--- src/rtl/reset_seq_pkg.sv ---
// Shared types and widths for the reset sequencer.
package reset_seq_pkg;

   localparam int unsigned DLY_W = 16;
   localparam int unsigned TO_W  = 16;

   typedef enum logic [1:0] {
      StWaitLock = 2'd0,
      StDelay    = 2'd1,
      StWaitAck  = 2'd2,
      StDone     = 2'd3
   } state_e;

endpackage

--- src/rtl/reset_seq_lock_filt.sv ---
// PLL lock filter: lock_ok once pll_locked has been high LOCK_FILT consecutive cycles;
// lock_lost flags a drop of lock while the sequencer is past the lock-wait phase.
module reset_seq_lock_filt #(
   parameter int unsigned LOCK_FILT = 16
) (
   input  logic clk,
   input  logic reset_in,
   input  logic en,
   input  logic clr,
   input  logic pll_locked,
   output logic lock_ok,
   output logic lock_lost
);

   localparam int unsigned CNT_W = $clog2(LOCK_FILT + 1);

   logic [CNT_W-1:0] lock_cnt_q, lock_cnt_d;

   always_comb begin
      lock_cnt_d = lock_cnt_q;
      if (clr || !en || !pll_locked) begin
         lock_cnt_d = '0;
      end else if (lock_cnt_q < CNT_W'(LOCK_FILT)) begin
         lock_cnt_d = lock_cnt_q + CNT_W'(1);
      end
   end

   always_ff @(posedge clk or posedge reset_in) begin
      if (reset_in) begin
         lock_cnt_q <= '0;
      end else begin
         lock_cnt_q <= lock_cnt_d;
      end
   end

   // Qualifies on the edge where the count reaches LOCK_FILT, not one cycle later.
   assign lock_ok   = en && pll_locked && (lock_cnt_q >= CNT_W'(LOCK_FILT - 1));
   assign lock_lost = !en && !pll_locked;

endmodule

--- src/rtl/reset_seq.sv ---
// Power-on/soft reset sequencer: after a filtered PLL lock, releases NUM_STAGES reset
// domains in ascending order, each after a delay and an optional ack handshake.
module reset_seq
   import reset_seq_pkg::*;
#(
   parameter int unsigned NUM_STAGES = 4,
   parameter int unsigned LOCK_FILT  = 16,
   parameter int unsigned STAGE_DLY  = 255,
   parameter int unsigned ACK_EN     = 0,
   parameter int unsigned ACK_TO     = 4095
) (
   input  logic                  clk,
   input  logic                  reset_in,
   input  logic                  pll_locked,
   input  logic                  sw_reset_req,
   input  logic [NUM_STAGES-1:0] stage_ack,
   output logic [NUM_STAGES-1:0] rst_out,
   output logic                  seq_done,
   output logic [2:0]            cur_stage,
   output logic                  ack_timeout_err,
   output logic [2:0]            err_stage
);

   state_e                  state_q, state_d;
   logic [2:0]              stage_q, stage_d;
   logic [DLY_W-1:0]        dly_cnt_q, dly_cnt_d;
   logic [TO_W-1:0]         to_cnt_q, to_cnt_d;
   logic [NUM_STAGES-1:0]   rst_out_q, rst_out_d;
   logic                    seq_done_q, seq_done_d;
   logic                    err_q, err_d;
   logic [2:0]              err_stage_q, err_stage_d;

   logic lock_ok, lock_lost, restart, adv, ack_cur;

   reset_seq_lock_filt #(
      .LOCK_FILT (LOCK_FILT)
   ) u_lock_filt (
      .clk        (clk),
      .reset_in   (reset_in),
      .en         (state_q == StWaitLock),
      .clr        (sw_reset_req),
      .pll_locked (pll_locked),
      .lock_ok    (lock_ok),
      .lock_lost  (lock_lost)
   );

   assign restart = sw_reset_req || lock_lost;

   always_comb begin
      ack_cur = 1'b0;
      for (int i = 0; i < NUM_STAGES; i++) begin
         if (stage_q == 3'(i)) ack_cur = stage_ack[i];
      end
   end

   always_comb begin
      state_d     = state_q;
      stage_d     = stage_q;
      dly_cnt_d   = dly_cnt_q;
      to_cnt_d    = to_cnt_q;
      rst_out_d   = rst_out_q;
      seq_done_d  = seq_done_q;
      err_d       = err_q;
      err_stage_d = err_stage_q;
      adv         = 1'b0;

      // Restart wins over any release or advance due this cycle; error flag survives it.
      if (restart) begin
         state_d    = StWaitLock;
         stage_d    = '0;
         dly_cnt_d  = '0;
         to_cnt_d   = '0;
         rst_out_d  = '1;
         seq_done_d = 1'b0;
      end else begin
         unique case (state_q)
            StWaitLock: begin
               if (lock_ok) begin
                  state_d   = StDelay;
                  stage_d   = '0;
                  dly_cnt_d = DLY_W'(STAGE_DLY);
               end
            end
            StDelay: begin
               if (dly_cnt_q == '0) begin
                  for (int i = 0; i < NUM_STAGES; i++) begin
                     if (stage_q == 3'(i)) rst_out_d[i] = 1'b0;
                  end
                  if (ACK_EN != 0) begin
                     state_d  = StWaitAck;
                     to_cnt_d = '0;
                  end else begin
                     adv = 1'b1;
                  end
               end else begin
                  dly_cnt_d = dly_cnt_q - DLY_W'(1);
               end
            end
            StWaitAck: begin
               if (ack_cur) begin
                  adv = 1'b1;
               end else if (to_cnt_q == TO_W'(ACK_TO - 1)) begin
                  err_d = 1'b1;
                  if (!err_q) err_stage_d = stage_q;
                  adv = 1'b1;
               end else begin
                  to_cnt_d = to_cnt_q + TO_W'(1);
               end
            end
            StDone: begin
            end
            default: state_d = StWaitLock;
         endcase

         if (adv) begin
            if (stage_q == 3'(NUM_STAGES - 1)) begin
               state_d    = StDone;
               seq_done_d = 1'b1;
               rst_out_d  = '0;
            end else begin
               state_d   = StDelay;
               stage_d   = stage_q + 3'd1;
               dly_cnt_d = DLY_W'(STAGE_DLY);
            end
         end
      end
   end

   always_ff @(posedge clk or posedge reset_in) begin
      if (reset_in) begin
         state_q     <= StWaitLock;
         stage_q     <= '0;
         dly_cnt_q   <= '0;
         to_cnt_q    <= '0;
         rst_out_q   <= '1;
         seq_done_q  <= 1'b0;
         err_q       <= 1'b0;
         err_stage_q <= '0;
      end else begin
         state_q     <= state_d;
         stage_q     <= stage_d;
         dly_cnt_q   <= dly_cnt_d;
         to_cnt_q    <= to_cnt_d;
         rst_out_q   <= rst_out_d;
         seq_done_q  <= seq_done_d;
         err_q       <= err_d;
         err_stage_q <= err_stage_d;
      end
   end

   assign rst_out         = rst_out_q;
   assign seq_done        = seq_done_q;
   assign cur_stage       = stage_q;
   assign ack_timeout_err = err_q;
   assign err_stage       = err_stage_q;

endmodule

--- config.mk ---
export PLATFORM = sky130hd
export DESIGN_NAME = reset_seq
export DESIGN_NICKNAME = d
export VERILOG_FILES = /design/src/rtl/reset_seq_pkg.sv /design/src/rtl/reset_seq_lock_filt.sv /design/src/rtl/reset_seq.sv
export SDC_FILE = /design/constraint.sdc
export NUM_CORES = 1
export LEC_CHECK = 0
export CAP_MARGIN = 10
export CORE_ASPECT_RATIO = 0.6
export CORE_MARGIN = 3
export CORE_UTILIZATION = 35
export CTS_BUF_LIST = sky130_fd_sc_hd__clkbuf_4 sky130_fd_sc_hd__clkbuf_8
export DETAILED_ROUTE_END_ITERATION = 6
export GPL_TIMING_DRIVEN = 0
export PLACE_DENSITY = 0.62
export SYNTH_ARGS = -nofsm -noshare
export SYNTH_HDL_FRONTEND = slang
export SYNTH_HIERARCHICAL = 1
export SYNTH_SLANG_ARGS = --single-unit
export TNS_END_PERCENT = 100
--- constraint.sdc ---
create_clock -name clk -period 3.1 [get_ports clk]
set_input_delay 0.465 -clock clk [delete_from_list [all_inputs] [get_ports clk]]
set_output_delay 0.465 -clock clk [all_outputs]
set_load 0.005 [all_outputs]
After elaboration in Yosys (flattened, before gate mapping)
Index checks and enable logic that the tools add are counted.
{"block": "classes", "addsub": 4, "n_mul": 0, "div_mod_pow": 0, "n_lt_le_gt_ge": 2, "eq_ne": 8, "n_shift": 0, "n_mux": 43, "n_bitwise": 3, "n_reduce_logical": 22}
{"operator": "two-way mux 16 bit", "count": 9}
{"operator": "one-hot mux 16 bit (2 select lines)", "count": 1}
{"operator": "two-way mux 4 bit", "count": 5}
{"operator": "adder 16 x 1 -> 16 bit (second input constant)", "count": 1}
{"operator": "equality test 16 x 12 -> 1 bit (second input constant)", "count": 1}
{"operator": "logical NOT 16 bit", "count": 1}
{"operator": "subtractor 16 x 1 -> 16 bit (second input constant)", "count": 1}
{"operator": "two-way mux 1 bit", "count": 15}
{"operator": "two-way mux 3 bit", "count": 5}
{"operator": "two-way mux 2 bit", "count": 5}
{"operator": "two-way mux 5 bit", "count": 2}
{"operator": "nonzero test 2 bit", "count": 4}
{"operator": "equality test 3 x 2 -> 1 bit (second input constant)", "count": 2}
{"operator": "nonzero test 3 bit", "count": 2}
{"operator": "adder 5 x 1 -> 5 bit (second input constant)", "count": 1}
{"operator": "greater-or-equal comparator 5 x 4 -> 1 bit (second input constant)", "count": 1}
{"operator": "less-than comparator 5 bit (second input constant)", "count": 1}
{"operator": "AND reduction 5 bit", "count": 1}
{"operator": "inequality test 2 bit (second input constant)", "count": 2}
{"operator": "AND reduction 2 bit", "count": 2}
{"operator": "AND reduction 4 bit", "count": 1}
{"operator": "adder 3 x 1 -> 3 bit (second input constant)", "count": 1}
{"operator": "equality test 3 x 1 -> 1 bit (second input constant)", "count": 1}
{"operator": "logical AND 1 bit", "count": 3}
{"operator": "9 further kinds", "count": 14}
{"block": "totals", "regBits": 51, "latchBits": 0, "ramBits": 0, "romBits": 0, "input_bits": 8, "out_inout_bits": 12, "word_cells": 91, "n_memories": 0}

Longest topological paths before layout
{"block": "depth", "ltp_word": 10, "ltp_mapped": 10, "mapped_depth_nobuf": 9}

Hierarchy
Netlist, hierarchy kept.
{"module": "reset_seq", "n_inst": 1, "cells_per_inst": 308, "area_per_inst_um2": 2866.5, "seq_area_each_um2": 1156.1}
{"module": "reset_seq_lock_filt", "n_inst": 1, "cells_per_inst": 27, "area_per_inst_um2": 264.0, "seq_area_each_um2": 125.1}

Worst setup path before layout
OpenSTA, ideal clock, no wires.
{"block": "synth_path", "kind": "reg2reg", "start": "reg dly_cnt_q[0]", "end": "reg stage_q[0], in the netlist cur_stage[0]", "setup_time_ps": 125, "arrival_ps": 2212, "required_ps": 2975, "setup_slack_ps": 764, "path_stages_with_launch": 8, "path_buffers": 0, "period_less_slack_ps": 2336, "cell_sequence": "dfrtp_1 inv_1 ha_1 or3b_1 nor4_1 nand3_1 a21oi_4 mux2_2"}
{"block": "synth_via", "elab_chain_cells": 6}
{"element": "start: declaration", "line": "reset_seq.sv:26", "rtl": "logic [DLY_W-1:0] dly_cnt_q, dly_cnt_d;"}
{"element": "start signal: assignment", "line": "reset_seq.sv:142", "rtl": "dly_cnt_q <= dly_cnt_d;"}
{"element": "logical NOT 16 bit", "line": "reset_seq.sv:85", "rtl": "if (dly_cnt_q == '0) begin"}
{"element": "two-way mux 1 bit", "line": "reset_seq.sv:85"}
{"element": "one-hot mux 1 bit (2 select lines)", "line": "reset_seq.sv:76", "rtl": "unique case (state_q)"}
{"element": "two-way mux 1 bit", "line": "reset_seq.sv:68", "rtl": "if (restart) begin"}
{"element": "two-way mux 3 bit", "line": "reset_seq.sv:115", "rtl": "if (adv) begin"}
{"element": "two-way mux 3 bit", "line": "reset_seq.sv:68"}
{"element": "net stage_d[0]", "line": "reset_seq.sv:25", "rtl": "logic [2:0] stage_q, stage_d;"}
{"element": "end signal: assignment", "line": "reset_seq.sv:141", "rtl": "stage_q <= stage_d;"}
{"element": "end: declaration", "line": "reset_seq.sv:25"}
The timed path passes the listed nets, and every way through them passes these cells. The select of a mux whose other input is x is not followed.
A chain may end at the register's enable or synchronous reset.

Worst setup path in the final report
{"block": "layout_path", "start": "reg dly_cnt_q[2]", "end": "reg dly_cnt_q[13]"}
{"block": "layout_via", "elab_chain_cells": 6, "elab_cells_between_ends": 10, "cone_classes": "add/sub (1); mux (8); reduce/logical (1)"}
{"element": "subtractor 16 x 1 -> 16 bit / logical NOT 16 bit (equally long branches)", "line": "reset_seq.sv:96, reset_seq.sv:85"}
{"element": "two-way mux 16 bit / two-way mux 1 bit (equally long branches)", "line": "reset_seq.sv:85"}
{"element": "one-hot mux 16 bit (2 select lines) / one-hot mux 1 bit (2 select lines) (equally long branches)", "line": "reset_seq.sv:76"}
{"element": "two-way mux 16 bit / two-way mux 1 bit (equally long branches)", "line": "reset_seq.sv:116, reset_seq.sv:68"}
{"element": "two-way mux 16 bit *", "line": "reset_seq.sv:115"}
{"element": "two-way mux 16 bit *", "line": "reset_seq.sv:68"}
{"element": "net dly_cnt_d[13]", "line": "reset_seq.sv:26"}
The timed path passes the listed nets; every way through them passes the cells marked *. The select of a mux whose other input is x is not followed.

==> impl_metrics.env <==
export IMPL_outcome="finished, final reports clean"
export IMPL_drt_vias_per_instance=5.69
export IMPL_num_io_pins=20
export IMPL_path_cells="nor3_1 > nand2_1 > nor4_1 > mux2_2 > a311oi_1"
export IMPL_wl_met1_um=4500
export IMPL_post_dp_hpwl_um=6020
export IMPL_post_route_drc_count=0
export IMPL_clk_pin_slew_worst_paths_ns=0.10
export IMPL_synth_distinct_cells=60
export IMPL_critPathMaxStageDelay_ns=0.71
export IMPL_p_int_mw=0.872
export IMPL_ys_seq_elements=51
export IMPL_grt_pass1_wl_um=13300
export IMPL_highest_layer="met4"
export IMPL_hold_path_class="in2async"
export IMPL_wl_met2_um=2840
export IMPL_p_seq_share_pct=58.9
export IMPL_cts_sinks=51
export IMPL_rsz0062_at_grt="false"
export IMPL_ff_latch_area_um2=1280
export IMPL_wl_per_cell_um=16.8
export IMPL_tritoncts="built"
export IMPL_p_comb_share_pct=4.4
export IMPL_reg2reg_from="dly_cnt_q[2]$_DFF_PP0_"
export IMPL_initial_core_util_pct=36.5
export IMPL_p_clk_share_pct=36.7
export IMPL_antenna_found_initial=0
export IMPL_syn_nets=356
export IMPL_ir_drop_mv=0.172
export IMPL_cts_root_buf="clkbuf_8"
export IMPL_drt_iter0_markers=262
export IMPL_power_mw=1.13
export IMPL_final_util_pct=41.6
export IMPL_cts_max_level=2
export IMPL_tightest_slew_ns=0.885
export IMPL_worst_path_max_fanout=6
export IMPL_dp_cells=467
export IMPL_ctsHoldBuffers=0
export IMPL_synth_edf_count=0
export IMPL_max_slew_margin_pct=40.5
export IMPL_synth_top_family_by_area="simple AND/OR/NAND/NOR gates"
export IMPL_tns_ns=0
export IMPL_p_sw_share_pct=23.1
export IMPL_final_antenna_net_count=0
export IMPL_io_buffers=19
export IMPL_postSynth_asyncResetShare_pct=100
export IMPL_finClkSkew_ns=0.0117
export IMPL_place_area_um2=3480
export IMPL_cts_resized=0
export IMPL_period_minus_slack_ns=2.73
export IMPL_route_met3_wl_um=605
export IMPL_maxSlewViolCount=0
export IMPL_drive_above_1_share_pct=11.0
export IMPL_muxShareOfSynthArea_pct=4.24
export IMPL_fp_dieW_um=128
export IMPL_r2r_end="dly_cnt_q[13]$_DFF_PP0_"
export IMPL_synth_compound_area_share_pct=19.5
export IMPL_grt_total_usage_pct=16.7
export IMPL_post_cts_repair_setup_buffers=0
export IMPL_syn_area_um2=3130
export IMPL_final_nets=383
export IMPL_multi_input_area_um2=1730
export IMPL_synth_simple_area_share_pct=25.1
export IMPL_num_vias=2703
export IMPL_die_y_um=79.3
export IMPL_syn_to_final_growth_pct=14.2
export IMPL_ff2ff_setup_slack_ns=0.37
export IMPL_cp_data_arrival_time_ns=2.95
export IMPL_grt_max_degree=26
export IMPL_globalRouteOverflowTotal=0
export IMPL_row_count=26
export IMPL_synth_seq_area_share_pct=40.9
export IMPL_finalWirelength_um=8000
export IMPL_first_pass_iters=5
export IMPL_cts_buffers_inserted=5
export IMPL_p_per_area_nw_per_um2=317
export IMPL_end_kind="flop"
export IMPL_max_freq_ghz=0.366
export IMPL_finalHoldViolations=0
export IMPL_cp_start_kind="flop"
export IMPL_fin_area_um2=3580
export IMPL_gp_congestion=0.880
export IMPL_period_share_pct=88.1
export IMPL_num_fill_cells=856
export IMPL_maxCapViolCount=0
export IMPL_r2r_cells=5
export IMPL_final_cells=475
export IMPL_synth_ff_type="dfrtp_1"
export IMPL_synth_fa_ha_area_share_pct=5.20
export IMPL_yosys_warnings=6
export IMPL_die_area_um2=10200
export IMPL_core_um2=8590
export IMPL_cp_required_ns=3.32
export IMPL_synth_xor_area_share_pct=1.12
export IMPL_critPathKind="reg2reg"
export IMPL_leakage_nw=1.40
export IMPL_synth_area_per_cell_um2=9.34
export IMPL_p_sw_mw=0.261
export IMPL_worst_path_max_delay_cell="nor4_1"
export IMPL_clock_latency_ns=0.32
export IMPL_netlist_instances=335
export IMPL_grt_pass1_vias=2493
export IMPL_cts_buffer_depth=2
export IMPL_antenna_cells=0
export IMPL_setup_viol=0
Yosys cell counts (9+ instances only):
cell / n / share of area (%)
o31ai_1: 9 / 2.2
mux2_2: 10 / 3.6
inv_1: 13 / 1.6
nand4_1: 10 / 2.0
nand2_1: 24 / 2.9
clkbuf_1: 14 / 1.7
a21oi_1: 27 / 4.3
nor2_1: 31 / 3.7
o21ai_0: 9 / 1.4
or4_1: 12 / 2.9
ha_1: 13 / 5.2
nand3_1: 12 / 1.9
dfrtp_1: 47 / 38
worst max-delay path: cells and delay by family (launching register included):
kind / cells / cell delay [ns]
muxes: 1 / 0.41
AOI/OAI and AO/OA: 1 / 0.23
DFF: 1 / 0.46
and+or+nand+nor: 3 / 1.54
power groups by stage:
stage | Clock, mW | Combinational, mW | Sequential [mW]
4_1_cts | 0.433 | 0.0512 | 0.668
2_1_floorplan | 0 | 0.0261 | 0.680
6_report | 0.415 | 0.0498 | 0.668
3_3_place_gp | 0 | 0.0478 | 0.680
3_5_place_dp | 0 | 0.0512 | 0.681
5_1_grt | 0.463 | 0.0564 | 0.668
stage by stage:
stage	hold slack, ns	setup WS, ns
after floorplan	0.244	0.764
after global placement	0.471	0.392
after detailed placement	0.485	0.409
after CTS	0.382	0.432
after global routing	0.399	0.103
final	0.381	0.368
state kept, by name, indices dropped and copies added, names as in the netlist:
| register | count |
|---|---|
| state_q | 2 |
| dly_cnt_q | 16 |
| seq_done | 1 |
| ack_timeout_err | 1 |
| cur_stage | 3 |
| err_stage | 3 |
| u_lock_filt/lock_cnt_q | 5 |
| to_cnt_q | 16 |
| rst_out | 4 |
cells in the final DEF, fill, tap and decap left out, types with 3 or more instances in the layout:
master and instances:
nand2_1 24, or3_1 6, nand2b_1 3, dfrtp_1 47, a311oi_1 4, ha_1 13
nor2b_1 6, buf_2 3, a211oi_1 5, o21ai_0 9, nor3_1 6, dfstp_2 4
clkdlybuf4s50_1 19, or4_1 12, nor4_1 8, nand4b_1 4, inv_1 12, mux2_2 10
o211a_1 3, clkbuf_8 6, nand4_1 10, nand3_1 12, clkbuf_1 14, nor2_1 31
a31oi_1 6, o31ai_1 9, a21oi_1 27
final cells by class:
class / instances / area share [%]
inverters: 14 / 1.47
flip-flops and latches: 51 / 35.8
clock inverters: 1 / 0.140
well taps: 112 / 3.92
repair buffers: 20 / 5.88
multi-input cells: 253 / 48.4
plain buffers: 17 / 1.89
clock buffers: 7 / 2.52
worst max-delay path by stage:
stage,start,to,slack [ns]
final,dly_cnt_q[2]$_DFF_PP0_,dly_cnt_q[13]$_DFF_PP0_,0.37
after detailed placement,stage_ack[1],err_stage[0]$_DFFE_PP0P_,0.41
after global placement,pll_locked,dly_cnt_q[15]$_DFF_PP0_,0.39
after floorplan,dly_cnt_q[0]$_DFF_PP0_,cur_stage[0]$_DFF_PP0_,0.76
after CTS,dly_cnt_q[2]$_DFF_PP0_,dly_cnt_q[13]$_DFF_PP0_,0.43
after global routing,dly_cnt_q[2]$_DFF_PP0_,dly_cnt_q[13]$_DFF_PP0_,0.10
kinds of logic after synthesis:
| kind of cell | after synthesis |
|---|---|
| adders and majority gates | 13 |
| xor gates and xnor gates | 4 |
| AOI/OAI and AO/OA | 84 |
| buffers and inverters | 31 |
| and+or+nand+nor | 140 |
| DFF | 51 |
| muxes | 12 |
routing by layer:
metal / global-route usage, % / vias to the layer above
li1: - / 1317
met1: 28.0 / 1287
met4: 3.18 / 0
met2: 20.6 / 92
met3: 4.30 / 7
met5: 0 / -
(Power assumes the default switching activity.)
